<file path="src/rtl/multicycle_ctrl_if.sv">
// Handshake/select bundle between the multicycle RV32I control FSM and its datapath/memory.
// The trap member exists only when ILLEGAL_TRAP_EN is defined.
interface multicycle_ctrl_if #(
    parameter int CNT_W = 32
);
    logic [31:0]      instr;
    logic             mem_ready;
    logic             alu_zero;
    logic             alu_lsb;
    logic             mem_req;
    logic             mem_we;
    logic             adr_src;
    logic             ir_we;
    logic             pc_we;
    logic             pc_src;
    logic             alu_ctrl;
    logic [1:0]       alu_src_a;
    logic [1:0]       alu_src_b;
    logic             rf_we;
    logic [1:0]       result_src;
    logic [CNT_W-1:0] retired_cnt;
`ifdef ILLEGAL_TRAP_EN
    logic             trap;
`endif

    modport master (
        input  instr, mem_ready, alu_zero, alu_lsb,
        output mem_req, mem_we, adr_src, ir_we, pc_we, pc_src, alu_ctrl,
        output alu_src_a, alu_src_b, rf_we, result_src, retired_cnt
`ifdef ILLEGAL_TRAP_EN
        , output trap
`endif
    );

    modport slave (
        output instr, mem_ready, alu_zero, alu_lsb,
        input  mem_req, mem_we, adr_src, ir_we, pc_we, pc_src, alu_ctrl,
        input  alu_src_a, alu_src_b, rf_we, result_src, retired_cnt
`ifdef ILLEGAL_TRAP_EN
        , input trap
`endif
    );
endinterface

</file>
<file path="src/rtl/multicycle_ctrl.sv">
// Main control FSM of the multicycle RV32I core (shared ALU, shared memory port).
// Define ILLEGAL_TRAP_EN to send unknown opcodes to a sticky TRAP state instead of treating them as NOPs.
module multicycle_ctrl #(
    parameter int CNT_W = 32
) (
    input  logic                  clk,
    input  logic                  rstn,
    multicycle_ctrl_if.master     bus
);
    typedef enum logic [3:0] {
        S_FETCH, S_DECODE, S_EXEC_R, S_EXEC_I, S_EXEC_LUI, S_EXEC_AUIPC, S_ALU_WB,
        S_MEM_ADDR, S_MEM_RD, S_MEM_WB, S_MEM_WR, S_BRANCH, S_EXEC_JALR, S_JUMP, S_TRAP
    } state_t;

    state_t           r_state;
    state_t           w_next;
    logic [CNT_W-1:0] r_retired_cnt;

    logic [6:0] w_opcode;
    logic [2:0] w_funct3;
    logic       w_taken;
    logic       w_unused_bits;

    assign w_opcode      = bus.instr[6:0];
    assign w_funct3      = bus.instr[14:12];
    assign w_unused_bits = ^{bus.instr[31:15], bus.instr[11:7]};

    always_comb begin
        w_taken = 1'b0;
        case (w_funct3)
            3'b000:         w_taken = bus.alu_zero;
            3'b001:         w_taken = !bus.alu_zero;
            3'b100, 3'b110: w_taken = bus.alu_lsb;
            3'b101, 3'b111: w_taken = !bus.alu_lsb;
            default:        w_taken = 1'b0;
        endcase
    end

    always_comb begin
        w_next = r_state;
        case (r_state)
            S_FETCH:      if (bus.mem_ready) w_next = S_DECODE;
            S_DECODE: begin
                case (w_opcode)
                    7'b0110011:             w_next = S_EXEC_R;
                    7'b0010011:             w_next = S_EXEC_I;
                    7'b0000011, 7'b0100011: w_next = S_MEM_ADDR;
                    7'b1100011:             w_next = S_BRANCH;
                    7'b1101111:             w_next = S_JUMP;
                    7'b1100111:             w_next = S_EXEC_JALR;
                    7'b0110111:             w_next = S_EXEC_LUI;
                    7'b0010111:             w_next = S_EXEC_AUIPC;
                    7'b0001111, 7'b1110011: w_next = S_FETCH;
`ifdef ILLEGAL_TRAP_EN
                    default:                w_next = S_TRAP;
`else
                    default:                w_next = S_FETCH;
`endif
                endcase
            end
            S_EXEC_R, S_EXEC_I, S_EXEC_LUI, S_EXEC_AUIPC: w_next = S_ALU_WB;
            S_ALU_WB:     w_next = S_FETCH;
            S_MEM_ADDR:   w_next = (w_opcode == 7'b0000011) ? S_MEM_RD : S_MEM_WR;
            S_MEM_RD:     if (bus.mem_ready) w_next = S_MEM_WB;
            S_MEM_WB:     w_next = S_FETCH;
            S_MEM_WR:     if (bus.mem_ready) w_next = S_FETCH;
            S_BRANCH:     w_next = S_FETCH;
            S_EXEC_JALR:  w_next = S_JUMP;
            S_JUMP:       w_next = S_FETCH;
            default:      w_next = r_state;
        endcase
    end

    // A retirement is any arrival in FETCH from elsewhere; TRAP never arrives there.
    always_ff @(posedge clk) begin
        if (!rstn) begin
            r_state       <= S_FETCH;
            r_retired_cnt <= '0;
        end else begin
            r_state <= w_next;
            if (w_next == S_FETCH && r_state != S_FETCH)
                r_retired_cnt <= r_retired_cnt + 1'b1;
        end
    end

    logic       w_mem_req, w_mem_we, w_adr_src, w_ir_we, w_pc_we, w_pc_src, w_alu_ctrl, w_rf_we;
    logic [1:0] w_alu_src_a, w_alu_src_b, w_result_src;
`ifdef ILLEGAL_TRAP_EN
    logic       w_trap;
`endif

    // Outputs are forced low while rstn is low so an in-flight request is dropped at once.
    always_comb begin
        w_mem_req    = 1'b0;
        w_mem_we     = 1'b0;
        w_adr_src    = 1'b0;
        w_ir_we      = 1'b0;
        w_pc_we      = 1'b0;
        w_pc_src     = 1'b0;
        w_alu_ctrl   = 1'b0;
        w_rf_we      = 1'b0;
        w_alu_src_a  = 2'b00;
        w_alu_src_b  = 2'b00;
        w_result_src = 2'b00;
`ifdef ILLEGAL_TRAP_EN
        w_trap       = 1'b0;
`endif
        if (rstn) begin
            case (r_state)
                S_FETCH: begin
                    w_mem_req   = 1'b1;
                    w_alu_ctrl  = 1'b1;
                    w_alu_src_b = 2'b10;
                    w_ir_we     = bus.mem_ready;
                    w_pc_we     = bus.mem_ready;
                end
                S_DECODE, S_EXEC_AUIPC: begin
                    w_alu_ctrl  = 1'b1;
                    w_alu_src_a = 2'b01;
                    w_alu_src_b = 2'b01;
                end
                S_EXEC_R: w_alu_src_a = 2'b10;
                S_EXEC_I: begin
                    w_alu_src_a = 2'b10;
                    w_alu_src_b = 2'b01;
                end
                S_EXEC_LUI: begin
                    w_alu_ctrl  = 1'b1;
                    w_alu_src_a = 2'b11;
                    w_alu_src_b = 2'b01;
                end
                S_ALU_WB: w_rf_we = 1'b1;
                S_MEM_ADDR, S_EXEC_JALR: begin
                    w_alu_ctrl  = 1'b1;
                    w_alu_src_a = 2'b10;
                    w_alu_src_b = 2'b01;
                end
                S_MEM_RD: begin
                    w_mem_req = 1'b1;
                    w_adr_src = 1'b1;
                end
                S_MEM_WB: begin
                    w_rf_we      = 1'b1;
                    w_result_src = 2'b01;
                end
                S_MEM_WR: begin
                    w_mem_req = 1'b1;
                    w_mem_we  = 1'b1;
                    w_adr_src = 1'b1;
                end
                S_BRANCH: begin
                    w_alu_src_a = 2'b10;
                    w_pc_we     = w_taken;
                    w_pc_src    = w_taken;
                end
                S_JUMP: begin
                    w_rf_we      = 1'b1;
                    w_result_src = 2'b10;
                    w_pc_we      = 1'b1;
                    w_pc_src     = 1'b1;
                end
`ifdef ILLEGAL_TRAP_EN
                S_TRAP: w_trap = 1'b1;
`endif
                default: ;
            endcase
        end
    end

    assign bus.mem_req     = w_mem_req;
    assign bus.mem_we      = w_mem_we;
    assign bus.adr_src     = w_adr_src;
    assign bus.ir_we       = w_ir_we;
    assign bus.pc_we       = w_pc_we;
    assign bus.pc_src      = w_pc_src;
    assign bus.alu_ctrl    = w_alu_ctrl;
    assign bus.alu_src_a   = w_alu_src_a;
    assign bus.alu_src_b   = w_alu_src_b;
    assign bus.rf_we       = w_rf_we;
    assign bus.result_src  = w_result_src;
    assign bus.retired_cnt = r_retired_cnt;
`ifdef ILLEGAL_TRAP_EN
    assign bus.trap        = w_trap;
`endif
endmodule

</file>
<file path="src/flat_wrapper.sv">
// flat-port wrapper written by rule: the top's interface ports become plain ports
module multicycle_ctrl_flat 
#(
    parameter int CNT_W = 32
)
  (clk, rstn, bus_instr, bus_mem_ready, bus_alu_zero, bus_alu_lsb, bus_mem_req, bus_mem_we, bus_adr_src, bus_ir_we, bus_pc_we, bus_pc_src, bus_alu_ctrl, bus_alu_src_a, bus_alu_src_b, bus_rf_we, bus_result_src, bus_retired_cnt);
  multicycle_ctrl_if #(.CNT_W(CNT_W)) bus_i ();
  input  logic clk;
  input  logic rstn;
  input wire logic [$bits(bus_i.instr)-1:0] bus_instr;
  input wire logic [$bits(bus_i.mem_ready)-1:0] bus_mem_ready;
  input wire logic [$bits(bus_i.alu_zero)-1:0] bus_alu_zero;
  input wire logic [$bits(bus_i.alu_lsb)-1:0] bus_alu_lsb;
  output wire logic [$bits(bus_i.mem_req)-1:0] bus_mem_req;
  output wire logic [$bits(bus_i.mem_we)-1:0] bus_mem_we;
  output wire logic [$bits(bus_i.adr_src)-1:0] bus_adr_src;
  output wire logic [$bits(bus_i.ir_we)-1:0] bus_ir_we;
  output wire logic [$bits(bus_i.pc_we)-1:0] bus_pc_we;
  output wire logic [$bits(bus_i.pc_src)-1:0] bus_pc_src;
  output wire logic [$bits(bus_i.alu_ctrl)-1:0] bus_alu_ctrl;
  output wire logic [$bits(bus_i.alu_src_a)-1:0] bus_alu_src_a;
  output wire logic [$bits(bus_i.alu_src_b)-1:0] bus_alu_src_b;
  output wire logic [$bits(bus_i.rf_we)-1:0] bus_rf_we;
  output wire logic [$bits(bus_i.result_src)-1:0] bus_result_src;
  output wire logic [$bits(bus_i.retired_cnt)-1:0] bus_retired_cnt;
  assign bus_i.instr = bus_instr;
  assign bus_i.mem_ready = bus_mem_ready;
  assign bus_i.alu_zero = bus_alu_zero;
  assign bus_i.alu_lsb = bus_alu_lsb;
  assign bus_mem_req = bus_i.mem_req;
  assign bus_mem_we = bus_i.mem_we;
  assign bus_adr_src = bus_i.adr_src;
  assign bus_ir_we = bus_i.ir_we;
  assign bus_pc_we = bus_i.pc_we;
  assign bus_pc_src = bus_i.pc_src;
  assign bus_alu_ctrl = bus_i.alu_ctrl;
  assign bus_alu_src_a = bus_i.alu_src_a;
  assign bus_alu_src_b = bus_i.alu_src_b;
  assign bus_rf_we = bus_i.rf_we;
  assign bus_result_src = bus_i.result_src;
  assign bus_retired_cnt = bus_i.retired_cnt;
  multicycle_ctrl #(.CNT_W(CNT_W)) u_core (.clk(clk), .rstn(rstn), .bus(bus_i));
endmodule
</file>
<file path="config.mk">
export PLATFORM = sky130hd
export DESIGN_NAME = multicycle_ctrl_flat
export DESIGN_NICKNAME = d
export VERILOG_FILES = /design/src/rtl/multicycle_ctrl_if.sv /design/src/rtl/multicycle_ctrl.sv /design/src/flat_wrapper.sv
export SDC_FILE = /design/constraint.sdc
export NUM_CORES = 1
export LEC_CHECK = 0
export CORE_ASPECT_RATIO = 2
export CORE_UTILIZATION = 49
export CTS_BUF_LIST = sky130_fd_sc_hd__clkbuf_16
export DETAILED_ROUTE_END_ITERATION = 12
export PLACE_DENSITY = 0.94
export RECOVER_POWER = 50
export SETUP_SLACK_MARGIN = 0.5
export SLEW_MARGIN = 20
export SYNTH_ARGS = -nofsm -noshare
export SYNTH_HDL_FRONTEND = slang
export SYNTH_SLANG_ARGS = --single-unit
</file>
<file path="constraint.sdc">
create_clock -name clk -period 5.56 [get_ports clk]
set_input_delay 1.112 -clock clk [delete_from_list [all_inputs] [get_ports clk]]
set_output_delay 1.112 -clock clk [all_outputs]
set_load 0.1 [all_outputs]
</file>
==> out/metrics.cfg, run 1 <==
[outcome]
status=finished, violations left
violations=capacitance limit, slew limit

[clock_tree]
clock-root-buffer=clkbuf_16
cts_htree_levels=2
post_cts_buffers=0
cts_buffers=5
numClockSinks=36
cts_buffer_depth=2
cts_resized=0
worstSkewPairLatency_ps=280
clkTransAtPathRegs_ps=50
cts-hold-fix-buffers=0
cts_tree=built

[synthesis]
synth_top_family_by_area=simple AND/OR/NAND/NOR gates
syn_nets=344
synth_xor_area_frac=0.0111
synthTopCellsByArea=dfxtp_1 30%, mux2i_1 7.6%, nand2_1 6.2%
ys_warn_count=0
yosys.area_share.simple=0.367
synth.mux.area_fraction=0.0762
synthArstFlopShare=0
synth_seq_area_share=0.305
avgSynthCellArea_um2=7.73
yosys_most_used_dff=dfxtp_1
yosysTopAreaCellShare=0.305
synth_adder_area_share=0.00529
yosysTopAreaCell=dfxtp_1
synth_compound_area_frac=0.176
synthesis.area_um2=2360
synthCells=306
ys_seq_elements=36
synth-edff-count=0
ys_types=47

[timing]
worst_slew_pin_slew_ps=1840
slew_headroom=-0.225
rsz0062_at_grt=false
worst_clock_skew_ps=6.19
min_period_over_period=0.771
drv_slew=50
period_minus_slack_ps=4280
fin_setup_tns_ps=0
hold_viol_final=0
clock.fmax_mhz=233
report.final.setup_viol=0

[setup_path]
path_max_fanout=19
startpoint_type=input pin
cp-startpoint=rstn
critical_path_arrival_ps=3170
rr_startpoint=u_core.r_state[2]$_SDFF_PN0_
required_ps=4450
path_class=in -> out
worstSetupEndpointType=output pin

[placement]
place.gp.congestion=0.832
dpl-instance-area_um2=3010
portBuffers=60
dpl.hpwl_um=4640
dp.cells=402

[route]
vias=2574
drt_wl_total_um=6650
met2_length_um=3660
detail_route.wl_per_cell_um=16.2
ant_nets=0
post-route-drc-count=0
vias_per_cell=6.28
drtIter0Drc=93
dr.pass1.iters=4
wl_met3_um=384
dr.max_layer_used=met4
m1WireLength_um=2320

[floorplanning]
die_w_um=51.1
rows=35
coreArea_um2=4600
die_y_um=100
start_util=0.514
die_area_um2=5120
pin_count=83

[layout]
n_antenna_cell=0
synthToLayoutAreaGrowth_pct=34.4
layout_commonest_cell=nand2_1
most-common-layout-cells=39 x nand2_1, 36 x dfxtp_1, 34 x dlygate4sd3_1
final_cell_area_um2=3180
final_nets=392
fin_cells=410
drive_gt1_frac=0.0845

[global_routing]
grt_max_degree=50
grt_pass1_vias=2468
overflow=0
grt_pass1_wl_um=10700
antenna_found_initial=0
grt_usage=0.273

[min_path]
holdCritStartpoint=u_core.bus.retired_cnt[31]$_SDFFE_PN0P_
hold_path.class=reg -> reg

[pwr]
p_per_area_nw_per_um2=257
vdd_ir_drop_max_mv=0.295
leakagePower_nw=1.15
power.total_uw=817

[flow_run]
max-cap-violations=1

[power by group]
part           switching, mW  internal [mW]
Combinational          0.160         0.0624
Clock                  0.106          0.209
Sequential            0.0171          0.263
[cells by family (layout without fill, tap and decap cells)]
kind of cell,Yosys count,count (layout)
buffers and inverters,31,80
DFF,36,36
muxes,18,18
AOI/OAI and AO/OA,61,61
adders and majority gates,1,1
xor gates and xnor gates,3,3
and+or+nand+nor,156,156
[through the flow]
step	hold slack, ps	util	setup slack [ps]
6_report	470	0.691	1280
5_1_grt	495	0.691	1070
4_1_cts	479	0.689	1350
3_5_place_dp	472	0.654	1350
3_3_place_gp	454	0.654	1420
2_1_floorplan	715	-	755
[sequential cells by signal, indices dropped and copies added (netlist names)]
name	count
u_core.bus.retired_cnt	32
u_core.r_state	4
[worst max-delay path, cell delays in order]
cell           delay [ps]
dlygate4sd3_1         700
clkinv_1              540
a211oi_2              450
or2_2                 210
buf_12                170
[cell type report]
class	count	area [um2]
repair buffers	62	652
fillers	361	1420
multi-input cells	239	1540
clock buffers	5	125
flip-flops and latches	36	721
well taps	55	68.8
clock inverters	3	38.8
inverters	10	37.5
[synthesized netlist by cell type (all sizes together), types with 4 or more instances]
cell type,count
mux2i,18
clkbuf,15
nor4,19
nand2,39
nand3,12
o31a,4
dfxtp,36
and3,5
a21oi,20
nand2b,17
nand4,9
o21ai,6
buf,6
or4,10
inv,9
o21a,4
and2,7
nor2,16
o31ai,10
[metal layers]
layer  vias up  GRT usage
met4         0      0.175
met5         -          0
met3        27     0.0515
met2       117      0.504
li1       1231          -
met1      1199      0.262
[final timing paths]
check,endpoint,slack [ps],depth (start not counted)
worst min register to register,u_core.bus.retired_cnt[31]$_SDFFE_PN0P_,470,2
worst max register to register,u_core.bus.retired_cnt[1]$_SDFFE_PN0P_,2240,6
worst max-delay path,bus_pc_we,1280,5
worst min-delay path,u_core.bus.retired_cnt[31]$_SDFFE_PN0P_,470,2
Power figures use the tool's default switching activity.
==> run 2, diff against run 1 <==
Settings changed: CORE_UTILIZATION 49 to 41, PLACE_DENSITY 0.94 to 0.85.
Clock period 5.56 ns to 3.89 ns, I/O delays scaled along.
==> out/metrics.cfg, run 2 (synthesis results as in run 1) <==
[flow_run]
max-cap-violations=0

[pwr]
p_per_area_nw_per_um2=363
leakagePower_nw=1.19
power.total_mw=1.21
vdd_ir_drop_max_mv=0.554

[placement]
portBuffers=60
dp.cells=409
place.gp.congestion=0.855
dpl.hpwl_um=4590

[layout]
multi_input_area_um2=1560
seqCellArea_um2=721
largest_reg_flops=32
most-common-layout-cells=39 x nand2_1, 36 x dfxtp_1, 32 x dlygate4sd3_1
synthToLayoutAreaGrowth_pct=41.1
final_nets=394
fin_cells=417
nFillCells=450
drive_gt1_frac=0.109
final_util=0.610
n_antenna_cell=0
layout_commonest_cell=nand2_1

[timing]
hold_viol_final=0
rsz0062_at_grt=false
min_period_over_period=0.845
drv_slew=0
whs_ps=465
slew_headroom=0.339
report.final.setup_viol=0
period_minus_slack_ps=3290
worst_clock_skew_ps=2.69
worst_slew_pin_slew_ps=988
clock.fmax_mhz=304

[setup_path]
path_class=in -> out
worstSetupEndpointType=output pin
path_max_fanout=2
rr_startpoint=u_core.r_state[2]$_SDFF_PN0_
startpoint_type=input pin
required_ps=3110
critical_path_arrival_ps=2510
rrSetupSlack_ps=1200
cp-startpoint=bus_alu_zero
cp-endpoint=bus_pc_we
r2r-end=u_core.bus.retired_cnt[31]$_SDFFE_PN0P_
reg2reg_depth=5

[outcome]
status=complete, no violations

[clock_tree]
clock-root-buffer=clkbuf_16
cts_buffers=5
cts-hold-fix-buffers=0
cts_resized=0
clkTransAtPathRegs_ps=60
worstSkewPairLatency_ps=280
cts_buffer_depth=2
numClockSinks=36
post_cts_buffers=0
cts_tree=built
cts_htree_levels=2

[global_routing]
grt_max_degree=50
antenna_found_initial=0
grt_usage=0.219
grt_pass1_wl_um=10700
grt_pass1_vias=2319
overflow=0

[floorplanning]
pin_count=83
die_y_um=109
die_area_um2=6090
start_util=0.432
coreArea_um2=5470
die_w_um=55.7
rows=38

[route]
vias_per_cell=6.08
ant_nets=0
drt_wl_total_um=6470
vias=2536
detail_route.wl_per_cell_um=15.5
post-route-drc-count=0
drtIter0Drc=130
dr.pass1.iters=5

[min_path]
hold_path.class=reg -> reg

## run 2: how the worst min path moves through the flow
stage | cells after the start | from | to | slack [ps]
CTS | 2 | u_core.bus.retired_cnt[31]$_SDFFE_PN0P_ | u_core.bus.retired_cnt[31]$_SDFFE_PN0P_ | 480
floorplan | 4 | u_core.r_state[1]$_SDFF_PN0_ | u_core.r_state[2]$_SDFF_PN0_ | 710
global route | 2 | u_core.bus.retired_cnt[28]$_SDFFE_PN0P_ | u_core.bus.retired_cnt[28]$_SDFFE_PN0P_ | 500
detailed placement | 2 | u_core.bus.retired_cnt[31]$_SDFFE_PN0P_ | u_core.bus.retired_cnt[31]$_SDFFE_PN0P_ | 470
finish | 2 | u_core.bus.retired_cnt[31]$_SDFFE_PN0P_ | u_core.bus.retired_cnt[31]$_SDFFE_PN0P_ | 460
global placement | 2 | u_core.bus.retired_cnt[31]$_SDFFE_PN0P_ | u_core.bus.retired_cnt[31]$_SDFFE_PN0P_ | 460
## run 2: through the flow
step	cell area [um2]	TNS, ps	setup slack (ps)
final	3340	0	603
after detailed placement	3150	0	533
after global placement	3150	0	579
after floorplan	2400	-27.8	-27.8
after global routing	3340	0	500
after CTS	3310	0	529
## run 2: layout make-up
cell class	instances	area share
Multi-Input combinational cell	239	0.468
Tap cell	60	0.0225
Sequential cell	36	0.216
Timing Repair Buffer	64	0.232
Clock inverter	3	0.0127
Clock buffer	5	0.0375
Inverter	10	0.0112
## run 2: metal layers
layer	part of all wire	wire length [um]	global-route usage
met1	0.37	2370	0.228
met2	0.57	3680	0.419
met3	0.044	284	0.0341
met4	0.021	136	0.104
met5	0	0	0
## run 2: worst max-delay path, stage by stage
cell,delay [ps]
clkdlybuf4s50_1,480
xor2_1,140
a22oi_1,110
or3_4,350
a211oi_4,300
or2_4,190
buf_12,160
## run 2: report_power, final
part	leakage [nW]	switching [mW]	internal [mW]	total, mW
sequential	0.290	0.0245	0.376	0.401
combinational	0.822	0.236	0.114	0.350
clock	0.0798	0.161	0.301	0.462
==> run 3, diff against run 2 <==
Settings changed: CORE_UTILIZATION 41 to 46, PLACE_DENSITY 0.85 to 0.89.
Clock period 3.89 ns to 3.2 ns, I/O delays scaled along.
==> out/metrics.cfg, run 3 (synthesis results as in run 1) <==
[outcome]
status=complete, no violations

[floorplanning]
die_w_um=52.7
die_area_um2=5450
coreArea_um2=4910
start_util=0.482
pin_count=83
die_y_um=103
rows=36

[timing]
fin_setup_tns_ps=0
slew_headroom=0.203
report.final.setup_viol=0
period_minus_slack_ps=2730
whs_ps=472
hold_viol_final=0
worst_slew_pin_slew_ps=1200
worst_clock_skew_ps=3.97
drv_slew=0
clock.fmax_mhz=367
min_period_over_period=0.852
rsz0062_at_grt=true

[layout]
layout_commonest_cell=nand2_1
drive_gt1_frac=0.161
final_util=0.652
final_nets=397
largest_reg_flops=32
n_antenna_cell=0
most-common-layout-cells=38 x nand2_1, 33 x clkbuf_1, 33 x dfxtp_1
synthToLayoutAreaGrowth_pct=35.4
nFillCells=434
final_cell_area_um2=3200

[placement]
place.gp.congestion=0.844
dpl-instance-area_um2=3130
dpl.hpwl_um=4710
portBuffers=60

[clock_tree]
numClockSinks=36
cts_htree_levels=2
clock-root-buffer=clkbuf_16
worstSkewPairLatency_ps=280
cts_buffers=5
cts_tree=built
clkTransAtPathRegs_ps=50
cts-hold-fix-buffers=0
cts_buffer_depth=2

[pwr]
vdd_ir_drop_max_mv=0.419
power_switching_uw=513
switching_share=0.347
leakagePower_nw=1.02
combPwrFrac=0.303
clkPwrFrac=0.366
power.total_mw=1.48
power.internal_uw=967
power_frac_seq=0.331
p_per_area_nw_per_um2=462

[route]
drt_wl_total_um=6790
detail_route.wl_per_cell_um=16.3
vias=2553
vias_per_cell=6.12
dr.pass1.iters=4
post-route-drc-count=0
ant_nets=0
drtIter0Drc=65

[setup_path]
startpoint_type=input pin
path_max_fanout=16
slowest_delay_ps=410
crit_buf_inv=4
cp_slowest_cell=dlygate4sd2_1
crit_family=buffers and inverters
cp_cell_sequence=dlygate4sd2_1 -> clkinvlp_2 -> buf_4 -> nor2_2 -> buf_12
path_class=in -> out
required_ps=2560
critical_path_arrival_ps=2090
worstSetupEndpointType=output pin

[global_routing]
antenna_found_initial=0
grt_max_degree=50
grt_pass1_vias=2272
overflow=0
grt_pass1_wl_um=10300
grt_usage=0.248

[flow_run]
max-cap-violations=0

[min_path]
hold_path.class=reg -> reg

## run 3: changes by cell type in the layout (fill, tap and decap cells not counted), sizes merged
cell / change
dlygate4sd2: +3
dlygate4sd3: -31
dlymetal6s2s: -1
clkdlybuf4s50: -6
buf: +4
clkbuf: +33
clkdlybuf4s15: +1
## run 3: worst register-to-register path: cells and delay by family (launching register included)
| kind | cells | cell delay (ps) |
|---|---|---|
| simple gates | 2 | 820 |
| flops | 1 | 610 |
| mux | 1 | 220 |
| compound gates | 2 | 700 |
## run 3: through the flow
stage | worst slack (ps) | cells
2_1_floorplan | -244 | 306
3_3_place_gp | 183 | 408
3_5_place_dp | 116 | 408
4_1_cts | 499 | 416
5_1_grt | 424 | 417
6_report | 475 | 417
## run 3: layer usage
metal,up-vias,track usage,share of wire
met4,0,0.0931,0.027
li1,1233,-,-
met3,14,0.0292,0.040
met2,92,0.482,0.57
met1,1214,0.257,0.36
met5,-,0,0
## run 3: layout make-up
class / count / area [um2] / area share
Multi-Input combinational cell: 239 / 1630 / 0.510
Sequential cell: 36 / 724 / 0.226
Timing Repair Buffer: 67 / 573 / 0.179
Clock buffer: 5 / 125 / 0.0391
Tap cell: 57 / 71.3 / 0.0223
Inverter: 10 / 38.8 / 0.0121
Clock inverter: 3 / 37.5 / 0.0117
## run 3: final timing paths
check	start	to	slack [ps]	cells after the start
worst min-delay path	u_core.bus.retired_cnt[31]$_SDFFE_PN0P_	u_core.bus.retired_cnt[31]$_SDFFE_PN0P_	470	2
worst max register to register	u_core.r_state[0]$_SDFF_PN0_	u_core.bus.retired_cnt[29]$_SDFFE_PN0P_	780	5
worst max-delay path	rstn	bus_alu_src_b[0]	470	5
worst min register to register	u_core.bus.retired_cnt[31]$_SDFFE_PN0P_	u_core.bus.retired_cnt[31]$_SDFFE_PN0P_	470	2
## run 3: what timing repair did
item,in CTS,in global routing
pin swaps,7,3
gates resized for setup,20,7
buffers inserted,0,1
endpoints found under the setup margin,11,17
## run 3: power by group through the flow
stage / Clock (mW) / Sequential, mW / Combinational [mW]
after detailed placement: 0 / 0.497 / 0.444
final: 0.542 / 0.489 / 0.449
after CTS: 0.543 / 0.488 / 0.452
after floorplan: 0 / 0.500 / 0.296
after global routing: 0.565 / 0.492 / 0.469
after global placement: 0 / 0.495 / 0.433
